**config.mk**
```make
export PLATFORM = sky130hd
export DESIGN_NAME = quad_encoder_emulator
export DESIGN_NICKNAME = d
export VERILOG_FILES = /design/src/rtl/quad_encoder_emulator.sv
export SDC_FILE = /design/constraint.sdc
export NUM_CORES = 1
export LEC_CHECK = 0
export CAP_MARGIN = 40
export CORE_MARGIN = 4
export CORE_UTILIZATION = 30
export DETAILED_ROUTE_END_ITERATION = 16
export SLEW_MARGIN = 10
export SYNTH_ARGS = -nofsm -noshare
export SYNTH_HDL_FRONTEND = slang
export SYNTH_SLANG_ARGS = --single-unit
```
**constraint.sdc**
```tcl
create_clock -name clk_200khz -period 15.35 [get_ports clk_200khz]
set_input_delay 3.8375 -clock clk_200khz [delete_from_list [all_inputs] [get_ports clk_200khz]]
set_output_delay 3.8375 -clock clk_200khz [all_outputs]
set_load 0.02 [all_outputs]
```
**src/rtl/quad_encoder_emulator.sv**
```systemverilog
// Quadrature encoder emulator: converts the pod model's fixed-point position
// into a rate-limited, phase-continuous A/B step stream for the flight computer.
`timescale 1ns/1ps
module quad_encoder_emulator #(
  parameter int COUNT_SHIFT = 16,
  parameter int MIN_PERIOD  = 2,
  parameter int MAX_BACKLOG = 1024,
  localparam int W = 64 - COUNT_SHIFT
) (
  input  logic         clk_200khz,
  input  logic         reset,
  input  logic [63:0]  position,
  input  logic         enable,
  input  logic         preset,
  output logic         enc_a,
  output logic         enc_b,
  output logic [W-1:0] emitted_count,
  output logic         busy,
  output logic         lag_error
);

  localparam int            HW          = $clog2(MIN_PERIOD + 1);
  localparam logic [HW-1:0] HOLD_RELOAD = HW'(MIN_PERIOD - 1);
  localparam logic [W:0]    BACKLOG_LIM = (W+1)'(MAX_BACKLOG);

  logic [W-1:0]  target_q, target_d;
  logic [W-1:0]  emitted_q, emitted_d;
  logic [HW-1:0] holdoff_q, holdoff_d;
  logic [1:0]    phase_q, phase_d;
  logic          lag_q, lag_d;

  logic signed [W:0] diff;
  logic [W:0]        diff_mag;
  logic              step;

  always_comb begin
    target_d  = W'($signed(position) >>> COUNT_SHIFT);
    // One extra bit keeps the sign of the true difference even when the
    // count wraps, so the direction is always correct.
    diff      = $signed({target_q[W-1], target_q}) - $signed({emitted_q[W-1], emitted_q});
    diff_mag  = diff[W] ? -diff : diff;
    step      = enable && (diff != '0) && (holdoff_q == '0) && !preset;

    phase_d   = phase_q;
    emitted_d = emitted_q;
    holdoff_d = (holdoff_q != '0) ? holdoff_q - HW'(1) : '0;

    if (preset) begin
      emitted_d = target_q;
      holdoff_d = '0;
    end else if (step) begin
      holdoff_d = HOLD_RELOAD;
      if (diff[W]) begin
        // Reverse walk: 00 -> 01 -> 11 -> 10 -> 00.
        phase_d   = {phase_q[0], ~phase_q[1]};
        emitted_d = emitted_q - W'(1);
      end else begin
        // Forward walk (A leads B): 00 -> 10 -> 11 -> 01 -> 00.
        phase_d   = {~phase_q[0], phase_q[1]};
        emitted_d = emitted_q + W'(1);
      end
    end

    lag_d = lag_q || (diff_mag > BACKLOG_LIM);
  end

  always_ff @(posedge clk_200khz) begin
    if (reset) begin
      target_q  <= '0;
      emitted_q <= '0;
      holdoff_q <= '0;
      phase_q   <= 2'b00;
      lag_q     <= 1'b0;
    end else begin
      target_q  <= target_d;
      emitted_q <= emitted_d;
      holdoff_q <= holdoff_d;
      phase_q   <= phase_d;
      lag_q     <= lag_d;
    end
  end

  assign enc_a         = phase_q[1];
  assign enc_b         = phase_q[0];
  assign emitted_count = emitted_q;
  assign busy          = (diff != '0);
  assign lag_error     = lag_q;

endmodule

```
Word level (Yosys, flattened, before mapping) --
Index checks and enable logic that the tools add are counted.
Storage, ports and cells: input bits 68, output and inout bits 52, word-level logic and storage cells 35, flip-flop bits (word level) 101
Operators by class: reduce and logical (&&, ||, !) cells 12, bitwise operators 4, order comparisons 1, add/subtract/negate cells 5, mux-type cells 7
Operator list (count):
- $mux W48 | 3
- $gt A49 B11 Y1 const B | 1
- $mux W49 | 1
- $neg A49 Y49 | 1
- $reduce_bool A49 Y1 | 1
- $sub A48 B48 Y49 | 1
- $add A48 B1 Y48 const B | 1
- $sub A48 B1 Y48 const B | 1
- $not A1 Y1 | 4
- $reduce_bool A2 Y1 | 2
- $reduce_or A4 Y1 | 1
- $logic_and A1 B1 Y1 | 3
- $logic_not A2 Y1 | 1
- $mux W1 | 2
- $mux W2 | 1
- $reduce_and A2 Y1 | 1
- $reduce_or A2 Y1 | 1
- $sub A2 B1 Y2 const B | 1
- $logic_not A1 Y1 | 1
- $logic_or A1 B1 Y1 | 1

Longest topological paths before layout --
Gate-level depths: netlist of the first run.
depth in word-level cells 7, gate-level depth with buffers 28, depth with buffers taken out 25

Least setup slack after synthesis of the first run --
No wires, ideal clock.
path type register to output, start point register emitted_q[0] (netlist: emitted_count[0]), end point output busy, buffers on the path 1, arrival 4.063 ns, slack 7.450 ns, required time 11.513 ns, cell stages (with the launch flop) 15, path through dfxtp_1 ha_1 fa_1 nor2b_4 o31a_1 o2111a_1 or3b_1 clkbuf_1 a31o_2 xnor2_1 a2111oi_4 nand3_2 nor2_1 nand2_1 or4_1
On the way: longest elaborated chain between the ends 2
RTL lines:
- start: declaration | RTL line 27 | logic [W-1:0] emitted_q, emitted_d;
- start signal: assignment | RTL line 76 | emitted_q <= emitted_d;
- $sub A48 B48 Y49 | RTL line 40 | diff = $signed({target_q[W-1], target_q}) - $signed({emitted_q[W-1], emitted_q});
- $reduce_bool A49 Y1 | RTL line 86 | assign busy = (diff != '0);
- end: declaration | RTL line 18 | output logic busy,
No other way between the ends.

Final worst setup path of the first run --
start point register emitted_q[8] (netlist: emitted_count[8]), end point output busy
Same word-level chain as after synthesis.

==> results.toml, run 1 <==
[sta]
rsz0062_at_grt = "no"
finalCriticalPeriod_ps = 9709
worst_pin_slew_ps = 835.8
clock.fmax_ghz = 0.1030
setup_violations = 0
slew_violations = 0
finalWorstSetupSlack_ps = 5641
tns_ps = 0
fin_skew_ps = 15.16
max_slew_margin = 0.4428
post-route-period-util = 0.6325
hold_viol_final = 0
whs_ps = 483.9

[power_and_ir_drop]
power.share.clock = 0.185
p_switching_uw = 588.4
sequentialPowerShare = 0.233
ir_drop_v = 0.00005585
swShare = 0.4495
p_int_uw = 720.7
power_frac_comb = 0.582
power_leakage_uw = 0.005004
power_density_mw_per_mm2 = 105.0

[critical_path]
start_kind = "flip-flop"
cp_num_buf_inv = 2
slowest_delay_ps = 580
path_max_fanout = 10
reg2reg_from = "emitted_count[0]"
cp_common_cell = "nand4_1"
rrSetupSlack_ps = 7640
critPathArrivalTime_ps = 5870
rr_worst_depth = 25
r2r-end = "emitted_count[45]"
cp_top_family = "simple AND/OR/NAND/NOR gates"
crit_path_top_delay_cell = "or4_1"
crit_type = "reg2out"
endpoint_kind = "primary output"
cp.required_ps = 11510
path_cells = "inv_1, ha_1, nand4_1, or3_1, a211o_1, a21oi_1, o31ai_1, xor2_1, nor2b_1, nand4_1, nor2_1, nand2_1, or4_1, clkdlybuf4s50_1"

[synth]
synth_top_area_frac = 0.1880
synth_edf_count = 0
synth_mux_area_frac = 0.01722
synth_nets = 1623
ys_seq_area_frac = 0.1880
synth.most_common_cell = "a21oi_1"
synthCells = 1456
syn_area_per_cell_um2 = 7.386
synth_compound_area_frac = 0.2939
netlist_top_cells_count = "132 x a21oi_1, 121 x nor2_1, 116 x nand2_1"
synth_top_family_by_area = "compound AO/OA/AOI/OAI gates"
yosys-top-cells-area = "dfxtp_1 19%, ha_1 11%, a21oi_1 6.1%"
ys_types = 90
synthAdderAreaFrac = 0.1166
synthSimpleGateAreaFrac = 0.2593
synthXorXnorAreaFrac = 0.07004
async_reset_ff_frac = 0
ys_ff_latch = 101
synthFlopType = "dfxtp_1"
yosysTopAreaCell = "dfxtp_1"
netlist_area_mm2 = 0.01075
ys_warn_count = 0

[clocking]
cts_post_setup_buffers_inserted = 0
clk_pin_slew_ps = 70
cts_tree = "done"
cts-buffers-inserted = 9
postCtsResizedCells = 0
h-tree-depth = 3
ctsHoldBuffers = 0
cts.path.max_buffers = 2
clock_latency_ps = 370
cts_sinks = 101
ctsRootBufferMaster = "clkbuf_16"

[route]
wirelength_met1_um = 15850
drt_first_pass_iters = 5
dr_wl_met3_um = 1111
wire_per_inst_um = 16.04
dr_total_vias = 10800
vias_per_cell = 5.445
top_layer_used = "met4"
ant_nets = 0
drc = 0
wirelength_um = 31810
drtIter0Drc = 731
dr_wl_met2_um = 14130

[run]
maxCapViolCount = 0

[global_route]
grt_pass1_wl_um = 52140
grtUsageTotal = 0.1607
antenna_found_initial = 0
grt_pass1_vias = 10170
grt_overflow = 0
grt_max_degree = 76

[finish]
drive_gt1_frac = 0.04139
finish.utilization = 0.3514
diodes = 0
area_growth_pct = 15.94
layout.nets = 1685

[floorplan]
dieArea_mm2 = 0.03894
coreArea_mm2 = 0.03548
fp.dieW_um = 197.3
die_h_um = 197.3
rows = 69
io_pins = 120
initial_core_util = 0.3031

[worst_hold_path]
hold_class = "reg2reg"
holdCritStartpoint = "target_q[46]"
min_path_cells = 2
hold_end = "emitted_count[46]"

[placed_design]
dp.final_hpwl_um = 24760
gp_congestion = 0.9109
port-buffer-count = 103
pre_cts_ws_ps = 6151

[status]
run_status = "complete, no violations"
per-stage QoR:
step | power [uW] | std cells | area, um^2
final | 1309 | 1983 | 12470
after global routing | 1410 | 1983 | 12470
after CTS | 1308 | 1983 | 12470
after detailed placement | 1059 | 1968 | 12170
after global placement | 1051 | 1968 | 12170
after floorplan | 874.5 | 1456 | 10750
worst reg2reg max path, stage by stage (launching register included):
cell and delay, ps:
dfxtp_1 480, ha_1 240, fa_1 290, nor2b_4 60, o31a_1 340, o2111a_1 350
or3b_1 490, a211o_1 390, a22o_1 230, buf_4 230, inv_2 510, ha_1 450
a21o_1 220, a221o_1 370, a21o_1 190, a21o_1 250, or3_1 360, a211oi_1 480
o31ai_1 300, a41oi_1 550, a21oi_1 120, o21ai_0 220, nand2b_1 100, xor2_1 130
nand2_1 60, a221oi_1 230
power groups by stage:
stage	registers, uW	clock network, uW	logic, uW
global placement	311	0	740
CTS	305	249	754
detailed placement	311	0	748
floorplan	318	0	557
finish	305	242	762
global route	308	258	844
worst max path at each step:
stage                          start  endpoint  slack, ps  depth (start not counted)
finish              emitted_count[8]      busy       5640                         14
CTS                 emitted_count[8]      busy       5740                         14
detailed placement  emitted_count[8]      busy       6150                         14
global route        emitted_count[8]      busy       5360                         14
floorplan           emitted_count[0]      busy       7450                         14
global placement    emitted_count[8]      busy       6150                         14
cell usage in the layout (no fill, tap or decap), types with 6 or more instances in the layout:
cell	netlist	final
nor4_1	17	17
inv_1	89	88
xnor2_1	52	52
a21oi_1	132	132
nand2_1	116	116
nor2b_1	94	94
nand2b_1	18	18
a211oi_1	42	42
nand4_1	22	22
or2_2	11	11
dfxtp_1	101	101
a21o_1	45	45
nor2_1	121	121
ha_1	97	97
or3_1	13	13
and3_1	10	10
o22ai_1	11	11
o211ai_1	11	11
a221oi_1	19	19
buf_4	2	9
mux2i_1	14	14
o21bai_1	18	18
clkbuf_16	0	9
clkdlybuf4s50_1	0	101
o31a_1	6	6
o31ai_1	9	9
nand3_1	20	20
o21ai_0	67	67
a211o_1	7	7
xor2_1	34	34
o21a_1	16	16
nor3_1	52	52
a31oi_1	12	12
and2_1	9	9
cell type report:
cell class,instances,area [um^2]
fill,3740,23010
multi-input combinational,1206,8150
sequential,101,2022
timing repair buffer,111,1084
tap,461,576.8
inverter,89,334.1
clock buffer,12,256.5
clock inverter,3,45.04
registers in the layout, summed over array words and instances (netlist names):
| register | cells |
|---|---|
| emitted_count | 48 |
| holdoff_q | 2 |
| lag_error | 1 |
| phase_q | 2 |
| target_q | 48 |
logic make-up (layout without fill, tap and decap cells):
logic type,Yosys count,after routing
xor gates and xnor gates,86,86
DFF,101,101
buffers and inverters,149,215
and+or+nand+nor,539,539
muxes,18,18
AOI/OAI and AO/OA,464,464
adders and majority gates,99,99
layer usage:
metal,vias up,global-route usage
li1,5445,-
met1,5075,0.2289
met2,240,0.2533
met3,37,0.01842
met4,0,0.05265
met5,-,0
(Power assumes the default switching activity.)
==> inputs of run 2 (changes only) <==
==> constraint.sdc (replaced) <==
create_clock -name clk_200khz -period 8.1 [get_ports clk_200khz]
set_input_delay 2.025 -clock clk_200khz [delete_from_list [all_inputs] [get_ports clk_200khz]]
set_output_delay 2.025 -clock clk_200khz [all_outputs]
set_load 0.02 [all_outputs]
==> run 2 against run 1 <==
  * Combinational power is 90% higher
  * Critical path type unchanged
  * Largest power group unchanged
  * Largest cell class unchanged
  * Critical endpoint unchanged
  * Highest routed layer unchanged
  * Sequential share of layout area about the same
  * Worst setup slack lost 5200 ps
  * Sequential cell count unchanged
  * Wire length hardly changed
  * Design area hardly changed
==> results.toml, run 2 (same netlist as run 1, synthesis figures left out) <==
[power_and_ir_drop]
power_density_mw_per_mm2 = 195.4
power_leakage_uw = 0.005004
ir_drop_v = 0.0001009

[floorplan]
initial_core_util = 0.3031
rows = 69
die_h_um = 197.3
dieArea_mm2 = 0.03894
fp.dieW_um = 197.3
io_pins = 120
coreArea_mm2 = 0.03548

[finish]
layout_commonest_cell = "a21oi_1"
n_fill_cell = 3753
diodes = 0
final_cell_mix = "132 x a21oi_1, 121 x nor2_1, 116 x nand2_1"
finish.utilization = 0.3516
area_growth_pct = 16.02
layout.nets = 1689
drive_gt1_frac = 0.04391

[clocking]
clk_pin_slew_ps = 70
postCtsResizedCells = 0
cts_post_setup_buffers_inserted = 0
cts-buffers-inserted = 9
h-tree-depth = 3
clock_latency_ps = 370
cts_tree = "done"
ctsRootBufferMaster = "clkbuf_16"
cts.path.max_buffers = 2
ctsHoldBuffers = 0
cts_sinks = 101

[global_route]
grt_max_degree = 76
grt_pass1_vias = 10290
antenna_found_initial = 0
grtUsageTotal = 0.1609
grt_pass1_wl_um = 52300
grt_overflow = 0

[route]
vias_per_cell = 5.404
drt_first_pass_iters = 5
drtIter0Drc = 537
drc = 0
wire_per_inst_um = 16.00
dr_total_vias = 10740
wirelength_um = 31780
ant_nets = 0

[critical_path]
cp.required_ps = 6080
endpoint_kind = "primary output"
path_max_fanout = 9
crit_type = "reg2out"
start_kind = "flip-flop"
critPathArrivalTime_ps = 5610

[sta]
fin_skew_ps = 13.15
whs_ps = 476.8
post-route-period-util = 0.9425
slew_violations = 0
tns_ps = 0
clock.fmax_ghz = 0.1310
max_slew_margin = 0.4515
setup_violations = 0
hold_viol_final = 0
worst_pin_slew_ps = 822.7
rsz0062_at_grt = "no"
finalCriticalPeriod_ps = 7635

[placed_design]
port-buffer-count = 103
gp_congestion = 0.9030
dp.final_hpwl_um = 25360

[status]
run_status = "complete, no violations"

[run]
maxCapViolCount = 0

[worst_hold_path]
hold_class = "reg2reg"
## run 2: area by class of cell
class / count / area, um^2 / area share
Multi-Input combinational cell: 1206 / 8150 / 0.6532
Clock inverter: 5 / 38.79 / 0.003109
Tap cell: 461 / 576.8 / 0.04623
Clock buffer: 10 / 229.0 / 0.01835
Sequential cell: 101 / 2022 / 0.1621
Inverter: 89 / 334.1 / 0.02677
Timing Repair Buffer: 115 / 1126 / 0.09025
## run 2: report_power, final
| part | switching, uW | internal, uW | total, uW | leakage [uW] |
|---|---|---|---|---|
| sequential | 42.5 | 535 | 577 | 0.000839 |
| clock | 204 | 207 | 412 | 0.000117 |
| combinational | 868 | 582 | 1450 | 0.00405 |
| total | 1110 | 1320 | 2440 | 0.00500 |
## run 2: layer usage
layer  wire [um]  share of wire  track usage  vias to the layer above
met2       14260           0.45       0.2586                      237
met4         483          0.015      0.04032                        0
met3        1148          0.036      0.01825                       18
met5           0              0            0                        -
met1       15890           0.50       0.2301                     5007
li1            -              -            -                     5475
## run 2: stage by stage
step,setup slack (ps),instance area [um^2],cells,total power [uW]
after floorplan,397.7,10750,1456,1657
after global placement,834.7,12190,1971,2006
after detailed placement,871.0,12210,1972,2018
after CTS,468.6,12480,1987,2441
after global routing,99.85,12480,1987,2636
final,465.4,12480,1987,2438
## run 2: worst paths after layout
check                                    endpoint  slack, ps  cells past startpoint              from
worst max-delay path                         busy        470                     14  emitted_count[9]
worst min-delay path             emitted_count[0]        480                      2       target_q[0]
worst max register to register  emitted_count[44]        740                     24  emitted_count[0]
worst min register to register   emitted_count[0]        480                      2       target_q[0]
## run 2: worst max-delay path, cell delays in order (launching register included)
cell,delay (ps)
dfxtp_1,390
inv_1,60
ha_1,470
nand4_1,300
or3_1,420
a211o_1,350
a21oi_1,310
o31ai_1,130
xor2_1,410
nor2b_1,480
nand4_1,240
nor2_1,350
nand2_1,210
or4_1,520
clkdlybuf4s50_1,590
